File: src/rtl/pong_pkg.sv
// Shared constants and types for the pong ball path: screen defaults,
// sprite size, motion FSM states and the axis direction encoding.
package pong_pkg;

  localparam int DEF_H_ACTIVE = 640;
  localparam int DEF_V_ACTIVE = 480;
  localparam int BALL_SIZE    = 8;

  typedef enum logic [1:0] {
    IDLE,
    MOVE,
    RESPAWN
  } state_t;

  // DIR_INC is right on X and down on Y; DIR_DEC is left on X and up on Y.
  typedef enum logic {
    DIR_INC = 1'b0,
    DIR_DEC = 1'b1
  } dir_t;

  function automatic dir_t flip_dir(input dir_t d);
    return (d == DIR_INC) ? DIR_DEC : DIR_INC;
  endfunction

endpackage

File: src/rtl/ball_renderer_if.sv
// Video timing bundle from the VGA sync generator to the ball renderer.
interface ball_renderer_if;

  logic       video_on;
  logic [9:0] pixel_x;
  logic [9:0] pixel_y;
  logic       frame_tick;

  modport master (
    output video_on,
    output pixel_x,
    output pixel_y,
    output frame_tick
  );

  modport slave (
    input video_on,
    input pixel_x,
    input pixel_y,
    input frame_tick
  );

endinterface

File: src/rtl/ball_motion.sv
// Ball motion FSM: one position update per frame_tick, wall bounces on Y,
// miss detection on X and a parked respawn period at screen centre.
module ball_motion
  import pong_pkg::*;
#(
  parameter int H_ACTIVE       = DEF_H_ACTIVE,
  parameter int V_ACTIVE       = DEF_V_ACTIVE,
  parameter int SPEED          = 2,
  parameter int RESPAWN_FRAMES = 60
) (
  input  logic       clk,
  input  logic       reset_n,
  input  logic       frame_tick,
  input  logic       enable,
  input  logic       paddle_hit,
  output logic [9:0] ball_x,
  output logic [9:0] ball_y,
  output logic       miss_left,
  output logic       miss_right
);

  localparam int CNT_W = (RESPAWN_FRAMES > 1) ? $clog2(RESPAWN_FRAMES) : 1;

  localparam logic [9:0]       X_C      = 10'(H_ACTIVE / 2 - BALL_SIZE / 2);
  localparam logic [9:0]       Y_C      = 10'(V_ACTIVE / 2 - BALL_SIZE / 2);
  localparam logic [9:0]       Y_MAX    = 10'(V_ACTIVE - BALL_SIZE);
  localparam logic [9:0]       STEP     = 10'(SPEED);
  localparam logic [10:0]      REACH    = 11'(BALL_SIZE + SPEED);
  localparam logic [10:0]      H_LIM    = 11'(H_ACTIVE);
  localparam logic [10:0]      V_LIM    = 11'(V_ACTIVE);
  localparam logic [CNT_W-1:0] CNT_LAST = CNT_W'(RESPAWN_FRAMES - 1);

  state_t           state;
  dir_t             dir_x;
  dir_t             dir_y;
  logic [CNT_W-1:0] frame_cnt;

  // A paddle hit reverses X before the edge checks, so a save at the wall
  // turns the ball around instead of scoring a miss.
  dir_t        dir_x_eff;
  logic [10:0] x_far;
  logic [10:0] y_far;
  logic        hit_left;
  logic        hit_right;
  logic        hit_top;
  logic        hit_bottom;

  assign dir_x_eff  = paddle_hit ? flip_dir(dir_x) : dir_x;
  assign x_far      = {1'b0, ball_x} + REACH;
  assign y_far      = {1'b0, ball_y} + REACH;
  assign hit_left   = (dir_x_eff == DIR_DEC) && (ball_x <= STEP);
  assign hit_right  = (dir_x_eff == DIR_INC) && (x_far >= H_LIM);
  assign hit_top    = (dir_y == DIR_DEC) && (ball_y <= STEP);
  assign hit_bottom = (dir_y == DIR_INC) && (y_far >= V_LIM);

  // NOTE: all state here uses non-blocking assignments so every register
  // samples the same pre-edge values regardless of statement order.
  always_ff @(posedge clk or negedge reset_n) begin
    if (!reset_n) begin
      state      <= IDLE;
      ball_x     <= X_C;
      ball_y     <= Y_C;
      dir_x      <= DIR_INC;
      dir_y      <= DIR_INC;
      miss_left  <= 1'b0;
      miss_right <= 1'b0;
      frame_cnt  <= '0;
    end else begin
      miss_left  <= 1'b0;
      miss_right <= 1'b0;
      if (!enable) begin
        state     <= IDLE;
        ball_x    <= X_C;
        ball_y    <= Y_C;
        frame_cnt <= '0;
      end else if (frame_tick) begin
        case (state)
          IDLE: state <= MOVE;
          MOVE: begin
            dir_x <= dir_x_eff;
            if (hit_left) begin
              miss_left <= 1'b1;
              ball_x    <= X_C;
              ball_y    <= Y_C;
              dir_x     <= DIR_INC;
              state     <= RESPAWN;
            end else if (hit_right) begin
              miss_right <= 1'b1;
              ball_x     <= X_C;
              ball_y     <= Y_C;
              dir_x      <= DIR_DEC;
              state      <= RESPAWN;
            end else begin
              ball_x <= (dir_x_eff == DIR_INC) ? ball_x + STEP : ball_x - STEP;
              if (hit_top) begin
                ball_y <= '0;
                dir_y  <= DIR_INC;
              end else if (hit_bottom) begin
                ball_y <= Y_MAX;
                dir_y  <= DIR_DEC;
              end else begin
                ball_y <= (dir_y == DIR_INC) ? ball_y + STEP : ball_y - STEP;
              end
            end
          end
          RESPAWN: begin
            if (frame_cnt == CNT_LAST) begin
              frame_cnt <= '0;
              state     <= MOVE;
            end else begin
              frame_cnt <= frame_cnt + 1'b1;
            end
          end
          default: state <= IDLE;
        endcase
      end
    end
  end

endmodule

File: src/rtl/ball_renderer.sv
// Ball renderer: owns the ball motion and turns the current scan position
// into a registered per-pixel ball_on flag using the external sprite ROM.
module ball_renderer
  import pong_pkg::*;
#(
  parameter int H_ACTIVE       = DEF_H_ACTIVE,
  parameter int V_ACTIVE       = DEF_V_ACTIVE,
  parameter int SPEED          = 2,
  parameter int RESPAWN_FRAMES = 60
) (
  input  logic                  clk,
  input  logic                  reset_n,
  ball_renderer_if.slave        vid,
  input  logic                  enable,
  input  logic                  paddle_hit,
  output logic [2:0]            ball_rom_addr,
  input  logic [BALL_SIZE-1:0]  ball_rom_data,
  output logic                  ball_on,
  output logic [9:0]            ball_x,
  output logic [9:0]            ball_y,
  output logic                  miss_left,
  output logic                  miss_right
);

  ball_motion #(
    .H_ACTIVE       (H_ACTIVE),
    .V_ACTIVE       (V_ACTIVE),
    .SPEED          (SPEED),
    .RESPAWN_FRAMES (RESPAWN_FRAMES)
  ) u_motion (
    .clk        (clk),
    .reset_n    (reset_n),
    .frame_tick (vid.frame_tick),
    .enable     (enable),
    .paddle_hit (paddle_hit),
    .ball_x     (ball_x),
    .ball_y     (ball_y),
    .miss_left  (miss_left),
    .miss_right (miss_right)
  );

  // Offsets wrap when the scan is left of / above the ball, hence the
  // explicit >= checks alongside the < BALL_SIZE window test.
  logic [9:0] dx;
  logic [9:0] dy;
  logic       in_box;
  logic       sprite_bit;

  assign dx            = vid.pixel_x - ball_x;
  assign dy            = vid.pixel_y - ball_y;
  assign in_box        = (vid.pixel_y >= ball_y) && (dy < 10'(BALL_SIZE)) &&
                         (vid.pixel_x >= ball_x) && (dx < 10'(BALL_SIZE));
  assign ball_rom_addr = dy[2:0];
  assign sprite_bit    = ball_rom_data[3'd7 - dx[2:0]];

  always_ff @(posedge clk or negedge reset_n) begin
    if (!reset_n) begin
      ball_on <= 1'b0;
    end else begin
      ball_on <= vid.video_on && in_box && sprite_bit;
    end
  end

endmodule

File: src/flat_wrapper.sv
// flat-port wrapper written by rule: the top's interface ports become plain ports
module ball_renderer_flat import pong_pkg::*;
#(
  parameter int H_ACTIVE       = DEF_H_ACTIVE,
  parameter int V_ACTIVE       = DEF_V_ACTIVE,
  parameter int SPEED          = 2,
  parameter int RESPAWN_FRAMES = 60
)
  (clk, reset_n, enable, paddle_hit, ball_rom_addr, ball_rom_data, ball_on, ball_x, ball_y, miss_left, miss_right, vid_video_on, vid_pixel_x, vid_pixel_y, vid_frame_tick);
  ball_renderer_if vid_i ();
  input  logic clk;
  input  logic reset_n;
  input  logic enable;
  input  logic paddle_hit;
  output logic [2:0] ball_rom_addr;
  input  logic [BALL_SIZE-1:0] ball_rom_data;
  output logic ball_on;
  output logic [9:0] ball_x;
  output logic [9:0] ball_y;
  output logic miss_left;
  output logic miss_right;
  input wire logic [$bits(vid_i.video_on)-1:0] vid_video_on;
  input wire logic [$bits(vid_i.pixel_x)-1:0] vid_pixel_x;
  input wire logic [$bits(vid_i.pixel_y)-1:0] vid_pixel_y;
  input wire logic [$bits(vid_i.frame_tick)-1:0] vid_frame_tick;
  assign vid_i.video_on = vid_video_on;
  assign vid_i.pixel_x = vid_pixel_x;
  assign vid_i.pixel_y = vid_pixel_y;
  assign vid_i.frame_tick = vid_frame_tick;
  ball_renderer #(.H_ACTIVE(H_ACTIVE), .V_ACTIVE(V_ACTIVE), .SPEED(SPEED), .RESPAWN_FRAMES(RESPAWN_FRAMES)) u_core (.clk(clk), .reset_n(reset_n), .vid(vid_i), .enable(enable), .paddle_hit(paddle_hit), .ball_rom_addr(ball_rom_addr), .ball_rom_data(ball_rom_data), .ball_on(ball_on), .ball_x(ball_x), .ball_y(ball_y), .miss_left(miss_left), .miss_right(miss_right));
endmodule
File: config.mk
export PLATFORM = sky130hd
export DESIGN_NAME = ball_renderer_flat
export DESIGN_NICKNAME = d
export VERILOG_FILES = /design/src/rtl/pong_pkg.sv /design/src/rtl/ball_renderer_if.sv /design/src/rtl/ball_motion.sv /design/src/rtl/ball_renderer.sv /design/src/flat_wrapper.sv
export SDC_FILE = /design/constraint.sdc
export NUM_CORES = 1
export LEC_CHECK = 0
export BUFFER_PORTS_ARGS = -buffer_cell sky130_fd_sc_hd__buf_2
export CAP_MARGIN = 5
export CELL_PAD_IN_SITES_DETAIL_PLACEMENT = 1
export CELL_PAD_IN_SITES_GLOBAL_PLACEMENT = 1
export CORE_AREA = 2 2 96 98
export DETAILED_ROUTE_END_ITERATION = 16
export DIE_AREA = 0 0 98 100
export PLACE_DENSITY_LB_ADDON = 0.1
export SETUP_SLACK_MARGIN = 0.15
export SYNTH_ARGS = -nofsm -noshare
export SYNTH_HDL_FRONTEND = slang
export SYNTH_SLANG_ARGS = --single-unit
File: constraint.sdc
create_clock -name clk -period 2.5 [get_ports clk]
set_clock_uncertainty 0.1 [all_clocks]
set_input_delay 0.125 -clock clk [delete_from_list [all_inputs] [get_ports clk]]
set_output_delay 0.125 -clock clk [all_outputs]
set_load 0.005 [all_outputs]
==> impl_metrics.csv <==
group,metric,value,unit
run_status,status,"finished clean",
routing,ant_nets,0,
min_path,worstHoldPathCells,3,
floorplan,die_h,100,um
sta,final_max_slew_viol_count,0,
floorplan,io_pins,60,
placed_design,io_buffers,57,
yosys,synth_top_area_share,16.1,%
worst_setup_path,critPathLaunchType,"flip-flop",
yosys,synth_seq_cells,31,
cts,clock_path_buffers,2,
worst_setup_path,worst-path-max-fanout,5,
sta,tightest_slew,0.784,ns
sta,post-route-min-period,2.45,ns
sta,slew_headroom,47.6,%
yosys,avgSynthCellArea,8.07,um^2
global_route,overflow,0,
routing,route.vias.total,3606,
yosys,synth-compound-area-share,27.9,%
placed_design,gp_congestion,0.939,
sta,period_share,97.9,%
cts,cts.sinks,31,
floorplan,die_width,98,um
placed_design,hpwl,8.34,mm
routing,avgRoutedWirePerCell,18.8,um
yosys,async_flop_share,100,%
power_and_ir_drop,leakage,1.81,nW
yosys,yosysSeqAreaShare,24.1,%
worst_setup_path,r2r_setup_slack,0.05,ns
cts,cts_root_buf,"clkbuf_8",
finish,finish.cell_count_without_fillers,605,
worst_setup_path,r2r-start,"u_core.u_motion.ball_y[1]",
worst_setup_path,crit_cells,8,
yosys,yosysTopAreaCell,"dfrtp_1",
placed_design,place_inst,582,
cts,cts_tree,"done",
yosys,muxShareOfSynthArea,3.22,%
worst_setup_path,crit_chain,"inv_1 -> ha_1 -> or2_2 -> a221o_1 -> nor3_1 -> a31oi_1 -> a211o_1 -> nor4_2",
min_path,worstHoldPathType,"input pin to flip-flop",
finish,final_cell_mix,"57 x buf_2, 38 x nand2_1, 35 x buf_4",
run,max_cap_violations,0,
worst_setup_path,cp_slowest_cell,"dfrtp_2",
yosys,synth_top_family_by_area,"compound AO/OA/AOI/OAI gates",
yosys,synthAdderAreaFrac,10.8,%
routing,wl,11.4,mm
floorplan,die-area,9800,um^2
min_path,hold_end,"u_core.u_motion.dir_x",
cts,cts.reportedPaths.clkPinSlew,0.07,ns
power_and_ir_drop,total_power,1.97,mW
yosys,netlist_instances,405,
sta,setup_viol,0,
yosys,synth_area_leaders,"dfrtp_1 16%, ha_1 9.6%, dfstp_2 8.0%",
worst_setup_path,rr_worst_depth,8,
worst_setup_path,critPathArrivalTime,2.55,ns
sta,setup_ws,0.0513,ns
cts,h-tree-depth,2,
yosys,ys_warn_count,0,
yosys,synth_area,3270,um^2
finish,antenna_cells,0,
cts,cts_made_buffers,5,
finish,area_delta_synth_final,32.7,%
worst_setup_path,r2r-end,"u_core.ball_on",
finish,drive_gt1_share,37.4,%
placed_design,place_ws,-0.00679,ns
worst_setup_path,cp.required,2.60,ns
routing,drc,0,
power_and_ir_drop,worst_ir_drop_vdd,0.000267,V
sta,rsz0062_at_grt,"true",
finish,final_nets,554,
sta,max_clock_freq,408,MHz
routing,firstDrtPassIters,4,
worst_setup_path,end_kind,"flip-flop",
worst_setup_path,cpLargestDelayFamily,"simple AND/OR/NAND/NOR gates",
yosys,synth_edf_count,0,
worst_setup_path,max_stage_delay,0.43,ns
yosys,synth_simple_gate_area_share,23.9,%
sta,finalHoldViolCount,0,
floorplan,core_area,8890,um^2
floorplan,start_util,36.8,%
global_route,grt_pass1_vias,3604,
sta,hold_ws,0.0780,ns
yosys,synth-xor-area-share,2.34,%
global_route,grt_pass1_wl,18.0,mm
global_route,antenna_found_initial,0,
finish,final_common_cell,"buf_2",
power_and_ir_drop,p_per_area,454,nW/um^2
routing,via_per_inst,5.96,
global_route,grtUsageTotal,22.4,%
worst_setup_path,critPathKind,"flip-flop to flip-flop",
min_path,hp-start,"paddle_hit",
worst_setup_path,crit_buf_inv,1,
global_route,grt_max_degree,32,
yosys,synthFlopType,"dfrtp_1",
yosys,yosysUniqueCellTypes,77,
cts,clk-insertion-delay-late,0.29,ns
floorplan,rows,35,
sta,setup_tns,0,ns
routing,drt_iter0_markers,127,
==> timing repair <==
action | CTS | global route
endpoints found under the setup margin | 9 | 16
endpoints found under the hold margin | 21 | 0
pin swaps | 3 | 14
resized for setup | 7 | 59
hold buffers | 1 | 0
buffers inserted | 6 | 8
==> stage by stage <==
step,area (um^2),util [%]
4_1_cts,4030,45.3
3_5_place_dp,3820,43.0
2_1_floorplan,3330,-
5_1_grt,4340,48.8
3_3_place_gp,3820,43.0
6_report,4340,48.8
==> worst reg2reg max path: cells and delay by family (launching register included) <==
kind / cells / cell delay (ns)
fa+ha+maj: 1 / 0.30
flops: 1 / 0.43
compound gates: 3 / 0.70
buf+inv: 1 / 0.09
simple gates: 3 / 0.73
==> sequential cells by signal, summed over array words and instances, names as in the netlist <==
signal	count
u_core.u_motion.dir_x	1
u_core.u_motion.ball_x	9
u_core.u_motion.frame_cnt	6
u_core.u_motion.miss_left	1
u_core.u_motion.miss_right	1
u_core.u_motion.dir_y	1
u_core.ball_on	1
u_core.u_motion.ball_y	9
u_core.u_motion.state	2
==> logic make-up after synthesis <==
logic type                 Yosys count
and+or+nand+nor                    145
other                                2
AOI/OAI and AO/OA                  131
DFF                                 31
adders and majority gates           27
buffers and inverters               54
xor gates and xnor gates             7
muxes                                8
==> how the worst max path moves through the flow <==
| stage | from | endpoint | slack (ns) |
|---|---|---|---|
| detailed placement | u_core.u_motion.ball_y[2] | u_core.u_motion.ball_y[9] | -0.007 |
| global placement | u_core.u_motion.ball_x[2] | u_core.u_motion.ball_y[2] | -0.03 |
| CTS | u_core.u_motion.ball_x[5] | u_core.ball_on | 0.0008 |
| finish | u_core.u_motion.ball_y[1] | u_core.ball_on | 0.05 |
| global route | u_core.u_motion.ball_y[6] | u_core.ball_on | -0.04 |
| floorplan | u_core.u_motion.ball_x[3] | u_core.ball_on | 0.15 |
==> synthesized netlist by cell type, drive strengths merged, types with 3 or more instances <==
| cell | instances |
|---|---|
| a211o | 3 |
| a211oi | 4 |
| a21oi | 28 |
| a22oi | 3 |
| a31o | 4 |
| a31oi | 12 |
| a41oi | 3 |
| and2 | 3 |
| and3 | 4 |
| buf | 12 |
| clkbuf | 9 |
| dfrtp | 21 |
| dfstp | 10 |
| ha | 25 |
| inv | 33 |
| mux2i | 6 |
| nand2 | 39 |
| nand2b | 3 |
| nand3 | 14 |
| nand3b | 3 |
| nand4 | 6 |
| nand4b | 3 |
| nor2 | 26 |
| nor2b | 6 |
| nor3 | 12 |
| nor3b | 3 |
| nor4 | 4 |
| nor4b | 3 |
| o2111ai | 6 |
| o211ai | 3 |
| o21a | 4 |
| o21ai | 26 |
| o31a | 4 |
| o32ai | 5 |
| or3 | 5 |
| or4 | 3 |
| xnor2 | 6 |
==> metal layers <==
metal / global-route usage (%) / up-vias / part of all wire [%]
met4: 4.59 / 0 / 1.1
met3: 2.51 / 16 / 4.3
li1: - / 1692 / -
met5: 0 / - / 0
met1: 29.6 / 1813 / 44
met2: 39.7 / 85 / 50
==> report_power, final <==
| group | internal [mW] | switching [mW] | total (mW) |
|---|---|---|---|
| logic | 0.369 | 0.453 | 0.822 |
| registers | 0.551 | 0.0576 | 0.609 |
| clock network | 0.323 | 0.215 | 0.538 |
==> area by class of cell <==
| cell class | count | area, um^2 |
|---|---|---|
| sequential | 31 | 793 |
| multi-input combinational | 322 | 2520 |
| clock buffer | 6 | 82.6 |
| timing repair buffer | 100 | 637 |
| inverter | 33 | 126 |
| tap | 111 | 139 |
| fill | 1077 | 4550 |
| clock inverter | 2 | 35.0 |
(Power assumes the default switching activity.)
